**config.mk**
```make
export PLATFORM = sky130hd
export DESIGN_NAME = life_gen_controller
export DESIGN_NICKNAME = d
export VERILOG_FILES = /design/src/rtl/life_gen_controller.sv
export SDC_FILE = /design/constraint.sdc
export NUM_CORES = 1
export LEC_CHECK = 0
export BUFFER_PORTS_ARGS = -buffer_cell sky130_fd_sc_hd__buf_4
export CAP_MARGIN = 20
export CORE_UTILIZATION = 57
export DETAILED_ROUTE_END_ITERATION = 12
export PLACE_DENSITY = 0.76
export REMOVE_ABC_BUFFERS = 1
export SETUP_SLACK_MARGIN = 0.2
export SKIP_CTS_REPAIR_TIMING = 1
export SLEW_MARGIN = 10
export SYNTH_ARGS = -nofsm -noshare
export SYNTH_HDL_FRONTEND = slang
export SYNTH_SLANG_ARGS = --single-unit
```
**constraint.sdc**
```tcl
create_clock -name clk -period 8.7 [get_ports clk]
set_input_delay 1.305 -clock clk [delete_from_list [all_inputs] [get_ports clk]]
set_output_delay 1.305 -clock clk [all_outputs]
set_load 0.05 [all_outputs]
```
**src/rtl/life_gen_controller.sv**
```systemverilog
// Game of Life generation sequencer: owns the N x N board, paces generations and
// steps one row per cycle into a shadow buffer. Define LIFE_TORUS_EN for a wrapped board.
module life_gen_controller #(
    parameter int unsigned N             = 8,
    parameter int unsigned TICKS_PER_GEN = 1000
) (
    input  logic                 clk,
    input  logic                 rst,
    input  logic                 ena,
    input  logic                 step_req,
    input  logic                 seed_wr,
    input  logic [$clog2(N)-1:0] seed_addr,
    input  logic [N-1:0]         seed_data,
    input  logic [$clog2(N)-1:0] rd_addr,
    output logic [N-1:0]         rd_data,
    output logic                 busy,
    output logic                 gen_done,
    output logic [15:0]          generation
);

    localparam int unsigned AW = $clog2(N);
    localparam int unsigned TW = $clog2(TICKS_PER_GEN + 1);
`ifdef LIFE_TORUS_EN
    localparam bit TORUS = 1'b1;
`else
    localparam bit TORUS = 1'b0;
`endif

    typedef enum logic [1:0] {IDLE, WAIT, COMPUTE, COMMIT} state_t;

    state_t         state, state_d;
    logic [TW-1:0]  tick, tick_d;
    logic [AW-1:0]  row, row_d;
    logic           compute_en;
    logic           commit_en;
    logic           busy_d;

    logic [N-1:0]   cur  [N];
    logic [N-1:0]   nxt  [N];
    logic [N-1:0]   row_up;
    logic [N-1:0]   row_dn;
    logic [N-1:0]   new_row;

    // Applies the life rule to one row given its vertical neighbours.
    function automatic logic [N-1:0] life_row(input logic [N-1:0] up,
                                              input logic [N-1:0] mid,
                                              input logic [N-1:0] dn);
        logic [N+1:0] eu, em, ed;
        logic [3:0]   cnt;
        logic [N-1:0] res;
        eu  = TORUS ? {up[0], up, up[N-1]}    : {1'b0, up, 1'b0};
        em  = TORUS ? {mid[0], mid, mid[N-1]} : {1'b0, mid, 1'b0};
        ed  = TORUS ? {dn[0], dn, dn[N-1]}    : {1'b0, dn, 1'b0};
        res = '0;
        for (int c = 0; c < N; c++) begin
            cnt = 4'(eu[c]) + 4'(eu[c+1]) + 4'(eu[c+2])
                + 4'(em[c])               + 4'(em[c+2])
                + 4'(ed[c]) + 4'(ed[c+1]) + 4'(ed[c+2]);
            res[c] = (cnt == 4'd3) || (em[c+1] && (cnt == 4'd2));
        end
        return res;
    endfunction

    always_comb begin
        row_up  = (row == '0) ? (TORUS ? cur[N-1] : '0) : cur[row - 1'b1];
        row_dn  = (row == AW'(N - 1)) ? (TORUS ? cur[0] : '0) : cur[row + 1'b1];
        new_row = life_row(row_up, cur[row], row_dn);
    end

    // Next-state and control decode.
    always_comb begin
        state_d    = state;
        tick_d     = tick;
        row_d      = row;
        compute_en = 1'b0;
        commit_en  = 1'b0;
        case (state)
            IDLE: begin
                tick_d = '0;
                row_d  = '0;
                if (step_req) begin
                    state_d = COMPUTE;
                end else if (ena) begin
                    state_d = WAIT;
                end
            end
            WAIT: begin
                if (step_req) begin
                    state_d = COMPUTE;
                    tick_d  = '0;
                end else if (!ena) begin
                    state_d = IDLE;
                    tick_d  = '0;
                end else if (tick == TW'(TICKS_PER_GEN - 1)) begin
                    state_d = COMPUTE;
                    tick_d  = '0;
                end else begin
                    tick_d = tick + 1'b1;
                end
            end
            COMPUTE: begin
                compute_en = 1'b1;
                if (row == AW'(N - 1)) begin
                    row_d   = '0;
                    state_d = COMMIT;
                end else begin
                    row_d = row + 1'b1;
                end
            end
            COMMIT: begin
                commit_en = 1'b1;
                tick_d    = '0;
                state_d   = ena ? WAIT : IDLE;
            end
            default: state_d = IDLE;
        endcase
        busy_d = (state_d == COMPUTE) || (state_d == COMMIT);
    end

    always_ff @(posedge clk) begin
        if (rst) begin
            state    <= IDLE;
            tick     <= '0;
            row      <= '0;
            busy     <= 1'b0;
            gen_done <= 1'b0;
        end else begin
            state    <= state_d;
            tick     <= tick_d;
            row      <= row_d;
            busy     <= busy_d;
            gen_done <= commit_en;
        end
    end

    // Board storage, shadow buffer and the registered read port.
    always_ff @(posedge clk) begin
        if (rst) begin
            for (int r = 0; r < N; r++) begin
                cur[r] <= '0;
                nxt[r] <= '0;
            end
            generation <= '0;
            rd_data    <= '0;
        end else begin
            rd_data <= cur[rd_addr];
            if (seed_wr && ((state == IDLE) || (state == WAIT))) begin
                cur[seed_addr] <= seed_data;
            end
            if (compute_en) begin
                nxt[row] <= new_row;
            end
            if (commit_en) begin
                for (int r = 0; r < N; r++) begin
                    cur[r] <= nxt[r];
                end
                generation <= generation + 16'd1;
            end
        end
    end

endmodule

```
==> results of run 1 <==
power by group:
group | switching (µW) | total (µW) | internal, µW
sequential | 43.4 | 975 | 932
clock | 351 | 792 | 441
combinational | 585 | 845 | 259
total | 980 | 2610 | 1630
synth_stat cells, drive strengths merged, types with 24 or more instances:
| library cell | instances |
|---|---|
| buf | 39 |
| clkbuf | 24 |
| dfxtp | 44 |
| edfxtp | 128 |
| fa | 28 |
| ha | 31 |
| inv | 48 |
| mux2i | 46 |
| mux4 | 48 |
| nand2 | 153 |
| nand2b | 38 |
| nor2 | 48 |
| nor3 | 79 |
| o21ai | 82 |
flip-flops by register name, summed over array words and instances (netlist names), named ones only:
register	count
cur	64
state	2
busy	1
gen_done	1
rd_data	8
nxt	64
row	3
tick	10
generation	16
final timing paths:
| path | start | endpoint | slack [ps] | cells after the start |
|---|---|---|---|---|
| worst max-delay path | row[0]$_SDFFE_PP0N_ | nxt[5][6]$_SDFFCE_PN0P_ | 1990 | 18 |
| worst min-delay path | tick[1]$_SDFFE_PP0P_ | tick[1]$_SDFFE_PP0P_ | 490 | 2 |
| worst max register to register | row[0]$_SDFFE_PP0N_ | nxt[5][6]$_SDFFCE_PN0P_ | 1990 | 18 |
| worst min register to register | tick[1]$_SDFFE_PP0P_ | tick[1]$_SDFFE_PP0P_ | 490 | 2 |
cell families (layout without fill, tap and decap cells):
| family | Yosys count | after routing |
|---|---|---|
| AND/OR/NAND/NOR | 396 | 396 |
| flip-flops | 172 | 172 |
| AO/OA/AOI/OAI | 139 | 139 |
| buffers and inverters | 111 | 126 |
| multiplexers | 95 | 95 |
| adder cells (fa/ha/maj) | 59 | 59 |
| XOR/XNOR | 14 | 14 |
metal layers:
layer / up-vias / track usage / share of wire
li1: 3576 / - / -
met1: 3757 / 0.402 / 0.41
met2: 486 / 0.452 / 0.47
met3: 70 / 0.0532 / 0.092
met4: 0 / 0.0982 / 0.020
met5: - / 0 / 0
critical path, stage by stage, from the launching register on:
cell,delay [ps]
sky130_fd_sc_hd__dfxtp_1,310
sky130_fd_sc_hd__buf_4,230
sky130_fd_sc_hd__inv_1,740
sky130_fd_sc_hd__ha_1,320
sky130_fd_sc_hd__xor2_2,680
sky130_fd_sc_hd__mux4_2,340
sky130_fd_sc_hd__nor2_1,50
sky130_fd_sc_hd__or3_1,450
sky130_fd_sc_hd__fa_1,530
sky130_fd_sc_hd__inv_1,50
sky130_fd_sc_hd__fa_1,490
sky130_fd_sc_hd__inv_1,50
sky130_fd_sc_hd__fa_1,500
sky130_fd_sc_hd__inv_1,50
sky130_fd_sc_hd__ha_1,220
sky130_fd_sc_hd__fa_1,390
sky130_fd_sc_hd__and3_1,160
sky130_fd_sc_hd__o21ai_1,680
sky130_fd_sc_hd__nor3_1,140
layout make-up:
cell class / instances / area, µm²
Multi-Input combinational cell: 703 / 5480
Fill cell: 1383 / 6520
Clock inverter: 9 / 78.8
Tap cell: 229 / 287
Sequential cell: 172 / 4730
Inverter: 48 / 180
Clock buffer: 23 / 529
Timing Repair Buffer: 46 / 345
metrics by stage:
stage | cell area (µm²) | setup WS (ps) | total power [µW] | hold slack (ps)
floorplan | 10400 | 2720 | 1530 | 451
global placement | 11000 | 2380 | 1790 | 474
global route | 11600 | 1620 | 2730 | 508
CTS | 11600 | 2100 | 2590 | 493
finish | 11600 | 1990 | 2610 | 492
detailed placement | 11000 | 2150 | 1810 | 484
==> flow_summary.json, run 1 <==
{
  "cts_made_buffers": 17,
  "design.final.nets": 1066,
  "drtIter0Drc": 1127,
  "synth_simple_gate_area_share": 0.189,
  "placeableCoreArea_um2": 18100,
  "drt-vias-per-instance": 6.41,
  "yosysWarningCount": 0,
  "synth_top_flop_cell": "sky130_fd_sc_hd__edfxtp_1",
  "inserted_diodes": 0,
  "netlist_instances": 986,
  "grt.total_usage": 0.287,
  "worstPathRequired_ps": 8840,
  "drtPass1Iterations": 9,
  "finish_stage_setup_viols": 0,
  "layout-drive-gt1-share": 0.139,
  "post_synthesis_cell_type_with_the_largest_combined_area": "sky130_fd_sc_hd__edfxtp_1",
  "hpwlAfterDp_um": 19300,
  "layout_min_cycle_time_ps": 6710,
  "start_kind": "flop",
  "grt_antenna_before_repair": 0,
  "htreeDepth": 4,
  "period_share": 0.771,
  "combined_area_of_all_synthesized_cells_um2": 10700,
  "synth-seq-area-share": 0.442,
  "fraction_of_the_mapped_netlist_area_in_compound_gates": 0.0750,
  "die_x_um": 139,
  "clock_sinks": 172,
  "synthToLayoutAreaGrowth_pct": 8.78,
  "fin_setup_tns_ps": 0,
  "outcome": "complete, no violations",
  "yosys.area_share.adder": 0.0887,
  "finalHoldViolations": 0,
  "rsz0062_at_grt": "false",
  "num_io_pins": 45,
  "drc_errors": 0,
  "power.leakage_uw": 0.00418,
  "final_slew_violations": 0,
  "worstPathArrival_ps": 6850,
  "cts.root.buffer_cell": "sky130_fd_sc_hd__clkbuf_16",
  "gr-total-overflow": 0,
  "gpl.final_weighted_congestion": 0.982,
  "hold_path.class": "reg -> reg",
  "synth_top_family_by_area": "simple AND/OR/NAND/NOR gates",
  "synthArstFlopShare": 0,
  "irDropWorstVdd_uv": 155,
  "critPathMaxFanout": 22,
  "synth_xor_xnor_area_share": 0.0122,
  "first_pass_grt_wire_length_um": 42100,
  "synth_top_area_cells": "sky130_fd_sc_hd__edfxtp_1, sky130_fd_sc_hd__mux4_2, sky130_fd_sc_hd__dfxtp_1, sky130_fd_sc_hd__nand2_1, sky130_fd_sc_hd__fa_1",
  "timing_worst_slew_pin_value_ps": 1070,
  "layout.cells.most_common_list": "sky130_fd_sc_hd__nand2_1, sky130_fd_sc_hd__edfxtp_1, sky130_fd_sc_hd__nor3_1",
  "relSlewSlack": 0.287,
  "synth_register_bits": 172,
  "dieArea_um2": 19300,
  "dieHeight_um": 139,
  "post-place-cells": 1198,
  "clk_pin_slew_ps": 70,
  "synthesis.area_per_instance_um2": 10.8,
  "initial_core_utilization": 0.589,
  "p_per_area_nw_per_um2": 225,
  "synth.top_cell.area_share": 0.360,
  "portBuffers": 44,
  "wire_per_inst_um": 21.7,
  "routed_wirelength_um": 26700,
  "number_of_flops_mapped_to_enable_cells_by_yosys": 128,
  "max_cap_viol_count": 0,
  "post-route-util": 0.641,
  "cts_buffer_depth": 2,
  "crit_type": "reg -> reg",
  "final_cell_count_no_fill": 1230,
  "tritoncts_clock_tree": "yes",
  "std_cell_rows": 49,
  "grt_max_degree": 72,
  "detail-route-antenna-nets": 0,
  "yosys-mux-area-fraction": 0.147,
  "fmax_mhz": 149,
  "final.setup_skew_ps": 12.2,
  "layout.cells.most_common": "sky130_fd_sc_hd__nand2_1",
  "yosysUniqueCellTypes": 51,
  "detailroute.via_count": 7889,
  "clk_latency_ps": 430,
  "first_global_vias": 7568,
  "endpoint_kind": "flop"
}
No activity file was read; power rests on OpenSTA's default activity.
==> run 2, diff against run 1 <==
--- a/config.mk
+++ b/config.mk
@@ -5,6 +5,7 @@
 export SDC_FILE = /design/constraint.sdc
 export NUM_CORES = 1
 export LEC_CHECK = 0
+export ABC_AREA = 1
 export BUFFER_PORTS_ARGS = -buffer_cell sky130_fd_sc_hd__buf_4
 export CAP_MARGIN = 20
 export CORE_UTILIZATION = 57
==> constraint.sdc (replaced) <==
create_clock -name clk -period 7 [get_ports clk]
set_input_delay 1.05 -clock clk [delete_from_list [all_inputs] [get_ports clk]]
set_output_delay 1.05 -clock clk [all_outputs]
set_load 0.05 [all_outputs]
==> run 2 against run 1 <==
  * Fmax increased by 15%
  * Non-clock buffer count is 4 higher
  * Clock power increased by 29%
  * Sequential share of layout area increased by 1.2 points
  * Critical path type unchanged
==> flow_summary.json, run 2 <==
{
  "final_cell_area_um2": 11300,
  "top_regs": "cur: 64 flops, nxt: 64 flops, generation: 16 flops",
  "gpl.final_weighted_congestion": 0.947,
  "synthToLayoutAreaGrowth_pct": 9.84,
  "final_cell_count_no_fill": 1441,
  "layout.cells.most_common_list": "sky130_fd_sc_hd__nand2_1, sky130_fd_sc_hd__inv_1, sky130_fd_sc_hd__edfxtp_1",
  "cts_buffer_depth": 2,
  "critical_path.most_common_cell": "sky130_fd_sc_hd__inv_1",
  "synth.top_cell.area_share": 0.374,
  "synth_top_area_cells": "sky130_fd_sc_hd__edfxtp_1, sky130_fd_sc_hd__dfxtp_1, sky130_fd_sc_hd__nand2_1, sky130_fd_sc_hd__o21ai_0, sky130_fd_sc_hd__fa_1",
  "clk_latency_ps": 440,
  "min_delay_worst_endpoint": "tick[6]$_SDFFE_PP0P_",
  "drtPass1Iterations": 6,
  "inserted_diodes": 0,
  "area.sequential_um2": 4720,
  "ys_top_cells_by_count": "sky130_fd_sc_hd__nand2_1, sky130_fd_sc_hd__inv_1, sky130_fd_sc_hd__edfxtp_1, sky130_fd_sc_hd__o21ai_0, sky130_fd_sc_hd__nor2_1",
  "gr-total-overflow": 0,
  "timing.rr.end": "nxt[7][2]$_SDFFCE_PN0P_",
  "period_share": 0.833,
  "grt.total_usage": 0.319,
  "post_synthesis_cell_type_with_the_largest_combined_area": "sky130_fd_sc_hd__edfxtp_1",
  "synthArstFlopShare": 0,
  "r2r_cells": 21,
  "layout_min_cycle_time_ps": 5830,
  "std_cell_rows": 48,
  "drt-vias-per-instance": 6.07,
  "clk_pin_slew_ps": 60,
  "detailroute.via_count": 8745,
  "worstPathArrival_ps": 6110,
  "irDropWorstVdd_uv": 232,
  "start_kind": "flop",
  "yosysUniqueCellTypes": 39,
  "timing.hold.worst.start": "tick[6]$_SDFFE_PP0P_",
  "p_per_area_nw_per_um2": 308,
  "post-place-cells": 1409,
  "fin_hold_ws_ps": 488,
  "final.setup_skew_ps": 9.91,
  "min_path_cells": 2,
  "layout.filler_cells": 1433,
  "synthesis.area_per_instance_um2": 8.64,
  "outcome": "complete, no violations",
  "hold_path.class": "reg -> reg",
  "crit_path_max_incr_delay_ps": 540,
  "first_pass_grt_wire_length_um": 43500,
  "num_io_pins": 45,
  "fin_setup_tns_ps": 0,
  "synth-seq-area-share": 0.460,
  "rsz0062_at_grt": "false",
  "final_slew_violations": 0,
  "worstPathRequired_ps": 7280,
  "clock_sinks": 172,
  "die_x_um": 136,
  "dieHeight_um": 136,
  "number_of_flops_mapped_to_enable_cells_by_yosys": 128,
  "first_global_vias": 7876,
  "hpwlAfterDp_um": 20300,
  "drc_errors": 0,
  "drtIter0Drc": 1204,
  "design.final.nets": 1281,
  "portBuffers": 44,
  "cts.root.buffer_cell": "sky130_fd_sc_hd__clkbuf_16",
  "endpoint_kind": "flop",
  "relSlewSlack": 0.366,
  "grt_max_degree": 58,
  "timing_worst_slew_pin_value_ps": 949,
  "cts_made_buffers": 17,
  "layout-drive-gt1-share": 0.0855,
  "max_cap_viol_count": 0,
  "finish_stage_setup_viols": 0,
  "synth_top_flop_cell": "sky130_fd_sc_hd__edfxtp_1",
  "multiInputGateArea_um2": 4710,
  "critical_path_slowest_stage_cell": "sky130_fd_sc_hd__fa_1",
  "routed_wirelength_um": 28000,
  "power.leakage_uw": 0.00459,
  "layout.cells.most_common": "sky130_fd_sc_hd__nand2_1",
  "netlist_instances": 1189,
  "detail-route-antenna-nets": 0,
  "critPathMaxFanout": 34,
  "detailed_place.area_um2": 10700,
  "synth_register_bits": 172,
  "placeableCoreArea_um2": 17500,
  "synthMostInstantiatedCell": "sky130_fd_sc_hd__nand2_1",
  "wire_per_inst_um": 19.5,
  "timing.critical_path.cells": "buf_4 -> inv_2 -> ha_1 -> buf_4 -> inv_1 -> nand2_1 -> nand3_1 -> a21oi_1 -> inv_1 -> fa_1 -> inv_1 -> fa_1 -> inv_1 -> fa_1 -> inv_1 -> ha_1 -> fa_1 -> o21ai_0 -> a21oi_1 -> nand2_1 -> nor2_1",
  "fmax_mhz": 171,
  "finalHoldViolations": 0,
  "yosysWarningCount": 0,
  "grt_antenna_before_repair": 0,
  "combined_area_of_all_synthesized_cells_um2": 10300,
  "reg2reg_slack_ps": 1170,
  "dieArea_um2": 18600,
  "tritoncts_clock_tree": "yes",
  "htreeDepth": 4,
  "initial_core_utilization": 0.588,
  "post-route-util": 0.646,
  "crit_type": "reg -> reg",
  "regToRegStartpoint": "row[0]$_SDFFE_PP0N_"
}
[run 2: cell types whose count changed after synthesis, sizes merged, moves of 27 or more]
cell,previous run,this run
inv,48,146
mux2i,46,0
nand2,153,185
nor2,48,102
a21oi,21,88
mux4,48,0
nand2b,38,0
o211ai,3,30
nor3,79,5
nand3,8,94
o21ai,82,200
[run 2: final cells by class]
cell class	count	area share
Multi-Input combinational cell	815	0.417
Tap cell	225	0.0249
Clock inverter	12	0.0152
Sequential cell	172	0.418
Inverter	147	0.0493
Clock buffer	20	0.0413
Timing Repair Buffer	50	0.0332
[run 2: how the worst max path moves through the flow]
stage / start / end / slack (ps) / cells after the start
2_1_floorplan: row[0]$_SDFFE_PP0N_ / nxt[0][2]$_SDFFCE_PN0P_ / 1100 / 20
3_3_place_gp: row[0]$_SDFFE_PP0N_ / nxt[0][2]$_SDFFCE_PN0P_ / 1460 / 21
3_5_place_dp: row[0]$_SDFFE_PP0N_ / nxt[4][2]$_SDFFCE_PN0P_ / 1270 / 21
4_1_cts: row[0]$_SDFFE_PP0N_ / nxt[7][2]$_SDFFCE_PN0P_ / 1240 / 21
5_1_grt: row[0]$_SDFFE_PP0N_ / nxt[4][2]$_SDFFCE_PN0P_ / 770 / 21
6_report: row[0]$_SDFFE_PP0N_ / nxt[7][2]$_SDFFCE_PN0P_ / 1170 / 21
[run 2: layer usage]
metal | part of all wire | track usage | vias up
met5 | 0 | 0 | -
met4 | 0.026 | 0.108 | 0
met1 | 0.42 | 0.469 | 4045
met3 | 0.11 | 0.0518 | 57
met2 | 0.44 | 0.477 | 523
li1 | - | - | 4120
[run 2: kinds of logic after synthesis]
family | synth area share
AOI/OAI and AO/OA | 0.180
xor gates and xnor gates | 0.00584
adders and majority gates | 0.0923
buffers and inverters | 0.0825
and+or+nand+nor | 0.178
muxes | 0.00110
DFF | 0.460
[run 2: per-stage QoR]
stage                     worst slack [ps]  total power [µW]
final                                 1170              3480
after global routing                   775              3680
after CTS                             1240              3470
after detailed placement              1270              2440
after global placement                1460              2400
after floorplan                       1100              2010
[run 2: worst max-delay path, delay by kind of cell, from the launching register on]
family,cells,cell delay [ps]
AO/OA/AOI/OAI,3,610
adder cells (fa/ha/maj),6,2520
buffers and inverters,8,1370
flip-flops,1,310
AND/OR/NAND/NOR,4,850
[run 2: power breakdown]
group / switching, µW / internal, µW
registers: 38.6 / 1150
clock network: 424 / 601
logic: 900 / 362
total: 1360 / 2120
